<file path="config.mk">
export PLATFORM = sky130hd
export DESIGN_NAME = uart_tx_arbiter
export DESIGN_NICKNAME = d
export VERILOG_FILES = /design/src/rtl/uart_tx_arbiter.sv
export SDC_FILE = /design/constraint.sdc
export NUM_CORES = 1
export LEC_CHECK = 0
export BUFFER_PORTS_ARGS = -buffer_cell sky130_fd_sc_hd__buf_2
export CELL_PAD_IN_SITES_DETAIL_PLACEMENT = 0
export CELL_PAD_IN_SITES_GLOBAL_PLACEMENT = 1
export CORE_MARGIN = 2
export CORE_UTILIZATION = 37
export CTS_CLUSTER_DIAMETER = 60
export CTS_CLUSTER_SIZE = 28
export DETAILED_ROUTE_END_ITERATION = 10
export GPL_ROUTABILITY_DRIVEN = 1
export PLACE_DENSITY_LB_ADDON = 0.3
export SLEW_MARGIN = 20
export SYNTH_ARGS = -nofsm -noshare
export SYNTH_HDL_FRONTEND = slang
export SYNTH_SLANG_ARGS = --single-unit
</file>
<file path="constraint.sdc">
create_clock -name clk_in -period 2.5 [get_ports clk_in]
set_clock_uncertainty 0.1 [all_clocks]
set_input_delay 0.375 -clock clk_in [delete_from_list [all_inputs] [get_ports clk_in]]
set_output_delay 0.375 -clock clk_in [all_outputs]
set_load 0.005 [all_outputs]
</file>
<file path="src/rtl/uart_tx_arbiter.sv">
// -----------------------------------------------------------------------------
// uart_tx_arbiter
//
// Shares one UART transmitter between two byte-stream requesters (s0: sensor
// frames, s1: debug/echo). Ownership is granted per frame and is never
// changed mid-frame. It is released after the byte flagged "last" or after
// MAX_FRAME_LEN bytes, whichever comes first. Each accepted byte produces
// exactly one tx_start pulse. tx_data is held until the UART drops tx_busy.
//
// Build option:
//   UART_ARB_FIXED_PRIO_EN  defined   -> s0 always wins simultaneous requests
//                                        (no last-served history is kept)
//                           undefined -> round-robin at frame granularity
//
// Parameters:
//   MAX_FRAME_LEN  maximum bytes per grant before a forced release (default 64)
//
// Ports:
//   clk_in      in   system clock, rising edge
//   rst         in   synchronous reset, active high
//   s0_data     in   [7:0] requester 0 byte
//   s0_valid    in   requester 0 byte valid
//   s0_last     in   requester 0 byte ends its frame
//   s0_ready    out  requester 0 byte accepted this cycle (when valid)
//   s1_*        same as s0_* for requester 1
//   tx_data     out  [7:0] byte to the UART, stable from tx_start to busy fall
//   tx_start    out  one-cycle pulse that starts a UART byte
//   tx_busy     in   UART busy
//   grant       out  [1:0] one-hot owner (bit0 = s0, bit1 = s1), 00 when idle
// -----------------------------------------------------------------------------
module uart_tx_arbiter #(
    parameter int MAX_FRAME_LEN = 64
) (
    input  logic       clk_in,
    input  logic       rst,
    input  logic [7:0] s0_data,
    input  logic       s0_valid,
    input  logic       s0_last,
    output logic       s0_ready,
    input  logic [7:0] s1_data,
    input  logic       s1_valid,
    input  logic       s1_last,
    output logic       s1_ready,
    output logic [7:0] tx_data,
    output logic       tx_start,
    input  logic       tx_busy,
    output logic [1:0] grant
);

    localparam int CNT_W = $clog2(MAX_FRAME_LEN) + 1;
    localparam logic [CNT_W-1:0] MAX_CNT  = CNT_W'(MAX_FRAME_LEN);
    localparam logic [CNT_W-1:0] CNT_ZERO = {CNT_W{1'b0}};
    localparam logic [CNT_W-1:0] CNT_ONE  = {{(CNT_W-1){1'b0}}, 1'b1};

    typedef enum logic [1:0] {
        IDLE      = 2'd0,
        LOAD      = 2'd1,
        WAIT_BUSY = 2'd2,
        WAIT_DONE = 2'd3
    } state_t;

    state_t           state_r, state_s;
    logic [1:0]       grant_r, grant_s;
    logic [7:0]       tx_data_r, tx_data_s;
    logic             tx_start_r, tx_start_s;
    logic [CNT_W-1:0] byte_cnt_r, byte_cnt_s;
    logic             last_r, last_s;
    logic             s0_ready_r, s1_ready_r;
    logic [1:0]       win_s;
    logic             sel_valid_s;
    logic [7:0]       sel_data_s;
    logic             sel_last_s;
`ifndef UART_ARB_FIXED_PRIO_EN
    // 1'b1 means s1 owned the most recently completed frame.
    logic             last_served_r, last_served_s;
`endif

    // Winner of an IDLE arbitration; only consumed when some request is valid.
    always_comb begin
        win_s = 2'b00;
`ifdef UART_ARB_FIXED_PRIO_EN
        if (s0_valid) begin
            win_s = 2'b01;
        end else begin
            win_s = 2'b10;
        end
`else
        if (s0_valid && s1_valid) begin
            // The requester that did not own the previous frame goes first.
            if (last_served_r) begin
                win_s = 2'b01;
            end else begin
                win_s = 2'b10;
            end
        end else if (s0_valid) begin
            win_s = 2'b01;
        end else begin
            win_s = 2'b10;
        end
`endif
    end

    // Byte presented by the current owner (grant is one-hot or zero).
    always_comb begin
        sel_valid_s = (grant_r[0] & s0_valid) | (grant_r[1] & s1_valid);
        if (grant_r[1]) begin
            sel_data_s = s1_data;
            sel_last_s = s1_last;
        end else begin
            sel_data_s = s0_data;
            sel_last_s = s0_last;
        end
    end

    // FSM next-state and datapath next values.
    always_comb begin
        state_s    = state_r;
        grant_s    = grant_r;
        tx_data_s  = tx_data_r;
        tx_start_s = 1'b0;
        byte_cnt_s = byte_cnt_r;
        last_s     = last_r;
`ifndef UART_ARB_FIXED_PRIO_EN
        last_served_s = last_served_r;
`endif
        case (state_r)
            IDLE: begin
                if (s0_valid || s1_valid) begin
                    grant_s = win_s;
                    state_s = LOAD;
                end else begin
                    grant_s = 2'b00;
                end
            end
            LOAD: begin
                // Ready is high for the owner throughout LOAD, so a transfer
                // is simply the owner's valid.
                if (sel_valid_s) begin
                    tx_data_s  = sel_data_s;
                    last_s     = sel_last_s;
                    byte_cnt_s = byte_cnt_r + CNT_ONE;
                    tx_start_s = 1'b1;
                    state_s    = WAIT_BUSY;
                end else begin
                    state_s = LOAD;
                end
            end
            WAIT_BUSY: begin
                if (tx_busy) begin
                    state_s = WAIT_DONE;
                end else begin
                    state_s = WAIT_BUSY;
                end
            end
            WAIT_DONE: begin
                if (!tx_busy) begin
                    if (last_r || (byte_cnt_r == MAX_CNT)) begin
                        // A length-forced release counts as a finished frame.
                        grant_s    = 2'b00;
                        byte_cnt_s = CNT_ZERO;
                        last_s     = 1'b0;
`ifndef UART_ARB_FIXED_PRIO_EN
                        last_served_s = grant_r[1];
`endif
                        state_s    = IDLE;
                    end else begin
                        state_s = LOAD;
                    end
                end else begin
                    state_s = WAIT_DONE;
                end
            end
            default: begin
                state_s    = IDLE;
                grant_s    = 2'b00;
                byte_cnt_s = CNT_ZERO;
                last_s     = 1'b0;
            end
        endcase
    end

    // State and datapath registers; ready is decoded from the next state so
    // it is high exactly while the FSM sits in LOAD.
    always_ff @(posedge clk_in) begin
        if (rst) begin
            state_r    <= IDLE;
            grant_r    <= 2'b00;
            tx_data_r  <= 8'h00;
            tx_start_r <= 1'b0;
            byte_cnt_r <= CNT_ZERO;
            last_r     <= 1'b0;
            s0_ready_r <= 1'b0;
            s1_ready_r <= 1'b0;
`ifndef UART_ARB_FIXED_PRIO_EN
            last_served_r <= 1'b1;
`endif
        end else begin
            state_r    <= state_s;
            grant_r    <= grant_s;
            tx_data_r  <= tx_data_s;
            tx_start_r <= tx_start_s;
            byte_cnt_r <= byte_cnt_s;
            last_r     <= last_s;
            s0_ready_r <= (state_s == LOAD) && grant_s[0];
            s1_ready_r <= (state_s == LOAD) && grant_s[1];
`ifndef UART_ARB_FIXED_PRIO_EN
            last_served_r <= last_served_s;
`endif
        end
    end

    assign grant    = grant_r;
    assign tx_data  = tx_data_r;
    assign tx_start = tx_start_r;
    assign s0_ready = s0_ready_r;
    assign s1_ready = s1_ready_r;

endmodule

</file>
==> flow_metrics.tcl <==
set metrics [dict create \
    post-route-util_pct 45.3 \
    dp_cells 218 \
    place_congestion 0.807 \
    cts_max_level 1 \
    cp_max_fo 13 \
    p_sw_mw 0.381 \
    grt_start_max_net_pins 17 \
    swShare_pct 36.9 \
    internal_power_mw 0.650 \
    first_pass_iters 5 \
    diodes 0 \
    clock_latency_ns 0.31 \
    drt.antenna.violating_nets 0 \
    maxSlewHeadroom_pct 57.6 \
    worst_pin_slew_ns 0.631 \
    power_frac_seq_pct 45.0 \
    dpl.hpwl_um 2140 \
    stdcell_count 221 \
    cts-root-buf "clkbuf_4" \
    power_density_mw_per_mm2 687 \
    cts_buffers 3 \
    async_flop_share_pct 0 \
    hold_viol_final 0 \
    place_ws_ns 0.486 \
    drv_cap 0 \
    yosys_warnings 0 \
    syn_avg_cell_area_um2 8.91 \
    yosysSeqAreaShare_pct 38.0 \
    worstSetupPathType "reg2reg" \
    wirelength_um 2830 \
    synthTopCellsByArea "dfxtp_1, mux2i_1, ha_1" \
    peakVddDrop_v 0.000486 \
    power.share.combinational_pct 39.1 \
    nNetsFinal 206 \
    grt_pass1_vias 1085 \
    cts.path.max_buffers 2 \
    synthesis.instances 142 \
    setup_tns_ns 0 \
    coreArea_mm2 0.00331 \
    syn_area_mm2 0.00126 \
    totalPowerFinal_mw 1.03 \
    num_io_pins 36 \
    final-max-slew-violation-count 0 \
    syn-num-nets 171 \
    place_area_mm2 0.00148 \
    stdcell_area_mm2 0.00150 \
    initial_utilization_pct 38.2 \
    drive_gt1_share_pct 24.6 \
    track_usage_pct 15.0 \
    cts_num_sinks 24 \
    drcViolationCount 0 \
    fin_crit_sh_pct 80.1 \
    dieHeight_um 62.5 \
    whs_ns 0.300 \
    die_w_um 62.5 \
    post-route-min-period_ns 2.00 \
    synthDistinctLibCells 38 \
    post_drt_wl_per_cell_um 12.8 \
    postCtsSetupBuffers 0 \
    grt_pass1_wl_um 4770 \
    ys_ff_latch 24 \
    synth_edf_count 0 \
    grt-ovfl-total 0 \
    status "completed" \
    worstPathArrival_ns 2.09 \
    avgViaCountPerCell 5.36 \
    required_ns 2.59 \
    leakage_nw 0.604 \
    postCtsHoldBufs 0 \
    synth_area_leader_cell "dfxtp_1" \
    fin_ws_ns 0.497 \
    synth_top_area_share_pct 38.0 \
    syn_to_final_growth_pct 18.6 \
    io_buffers 35 \
    ys.flop_type "dfxtp_1" \
    vias 1184 \
    clk_pin_slew_ns 0.12 \
    clkPwrFrac_pct 15.9 \
    ctsResizeCount 0 \
    setup_viol 0 \
    end_kind "flip-flop" \
    cts_tree "built" \
    max_freq_mhz 499 \
    drt-initial-drc-count 21 \
    antenna_found_initial 0 \
    hold_path.class "in2reg" \
    die-area_mm2 0.00390 \
    rows 21 \
    worstSetupStartpointType "flip-flop" \
    grt_setup_unrepaired "no" \
]
==> worst paths after layout <==
check / startpoint / end / slack, ns / cells past startpoint
worst min register to register: tx_data[0] / tx_data[0] / 0.41 / 2
worst min-delay path: s0_data[5] / tx_data[5] / 0.30 / 3
worst max register to register: state_r[1] / byte_cnt_r[5] / 0.50 / 5
worst max-delay path: state_r[1] / byte_cnt_r[5] / 0.50 / 5
==> worst max-delay path: stages (launching register included) <==
cell     delay [ns]
dfxtp_1        0.39
inv_1          0.07
ha_1           0.31
and2_1         0.31
o31ai_1        0.61
a21oi_1        0.08
==> synth_stat cells (2+ instances only) <==
master    count
and2_1        3
nor2_1       14
or4_1         2
o31ai_1       3
a21oi_1      11
o21ai_0       6
nor3_1        4
clkbuf_1      4
a32o_1        2
mux2i_1       8
dfxtp_1      24
nand3_1       3
a211oi_1      8
ha_1          6
o211ai_1      3
nor2b_1       2
nand2_1       3
or4b_1        3
and3_1        3
o41ai_1       3
inv_1        10
==> kinds of logic after synthesis <==
logic type | share of synthesized area [%]
AO/OA/AOI/OAI | 25.6
AND/OR/NAND/NOR | 17.5
flip-flops | 38.0
adder cells (fa/ha/maj) | 5.93
multiplexers | 7.22
buffers and inverters | 5.74
==> power groups by stage <==
stage | clock network, mW | logic (mW) | registers (mW)
CTS | 0.173 | 0.406 | 0.464
finish | 0.164 | 0.403 | 0.463
detailed placement | 0 | 0.405 | 0.472
global route | 0.194 | 0.462 | 0.470
floorplan | 0 | 0.292 | 0.472
global placement | 0 | 0.397 | 0.470
==> cell usage in the layout, fill, tap and decap left out, drive strengths merged, types with 2 or more instances in the layout <==
| cell type | n |
|---|---|
| o41ai | 3 |
| o211ai | 3 |
| a211oi | 8 |
| o311ai | 2 |
| nor2b | 2 |
| nand3 | 3 |
| and3 | 3 |
| o31ai | 3 |
| a21oi | 11 |
| a32o | 2 |
| nor2 | 14 |
| or4 | 2 |
| or4b | 3 |
| nand2 | 3 |
| clkbuf | 3 |
| ha | 6 |
| inv | 10 |
| nor3 | 4 |
| dfxtp | 24 |
| buf | 37 |
| and2 | 3 |
| o21ai | 6 |
| mux2i | 8 |
==> layout make-up <==
class / instances / area [µm²]
fillers: 353 / 1810
multi-input cells: 101 / 712
flip-flops and latches: 24 / 480
repair buffers: 37 / 190
well taps: 46 / 57.6
inverters: 10 / 37.5
clock buffers: 3 / 22.5
==> flip-flops by register name, summed over array words and instances, names as in the netlist <==
name           count
tx_start           1
byte_cnt_r         7
last_r             1
grant              2
s0_ready           1
s1_ready           1
state_r            2
last_served_r      1
tx_data            8
==> per-layer routing <==
layer	vias up	wire, µm	global-route usage [%]
li1	598	-	-
met1	559	1370	19.6
met2	23	1350	25.1
met3	4	79	2.34
met4	0	36	5.00
met5	-	0	0
(Power assumes the default switching activity.)
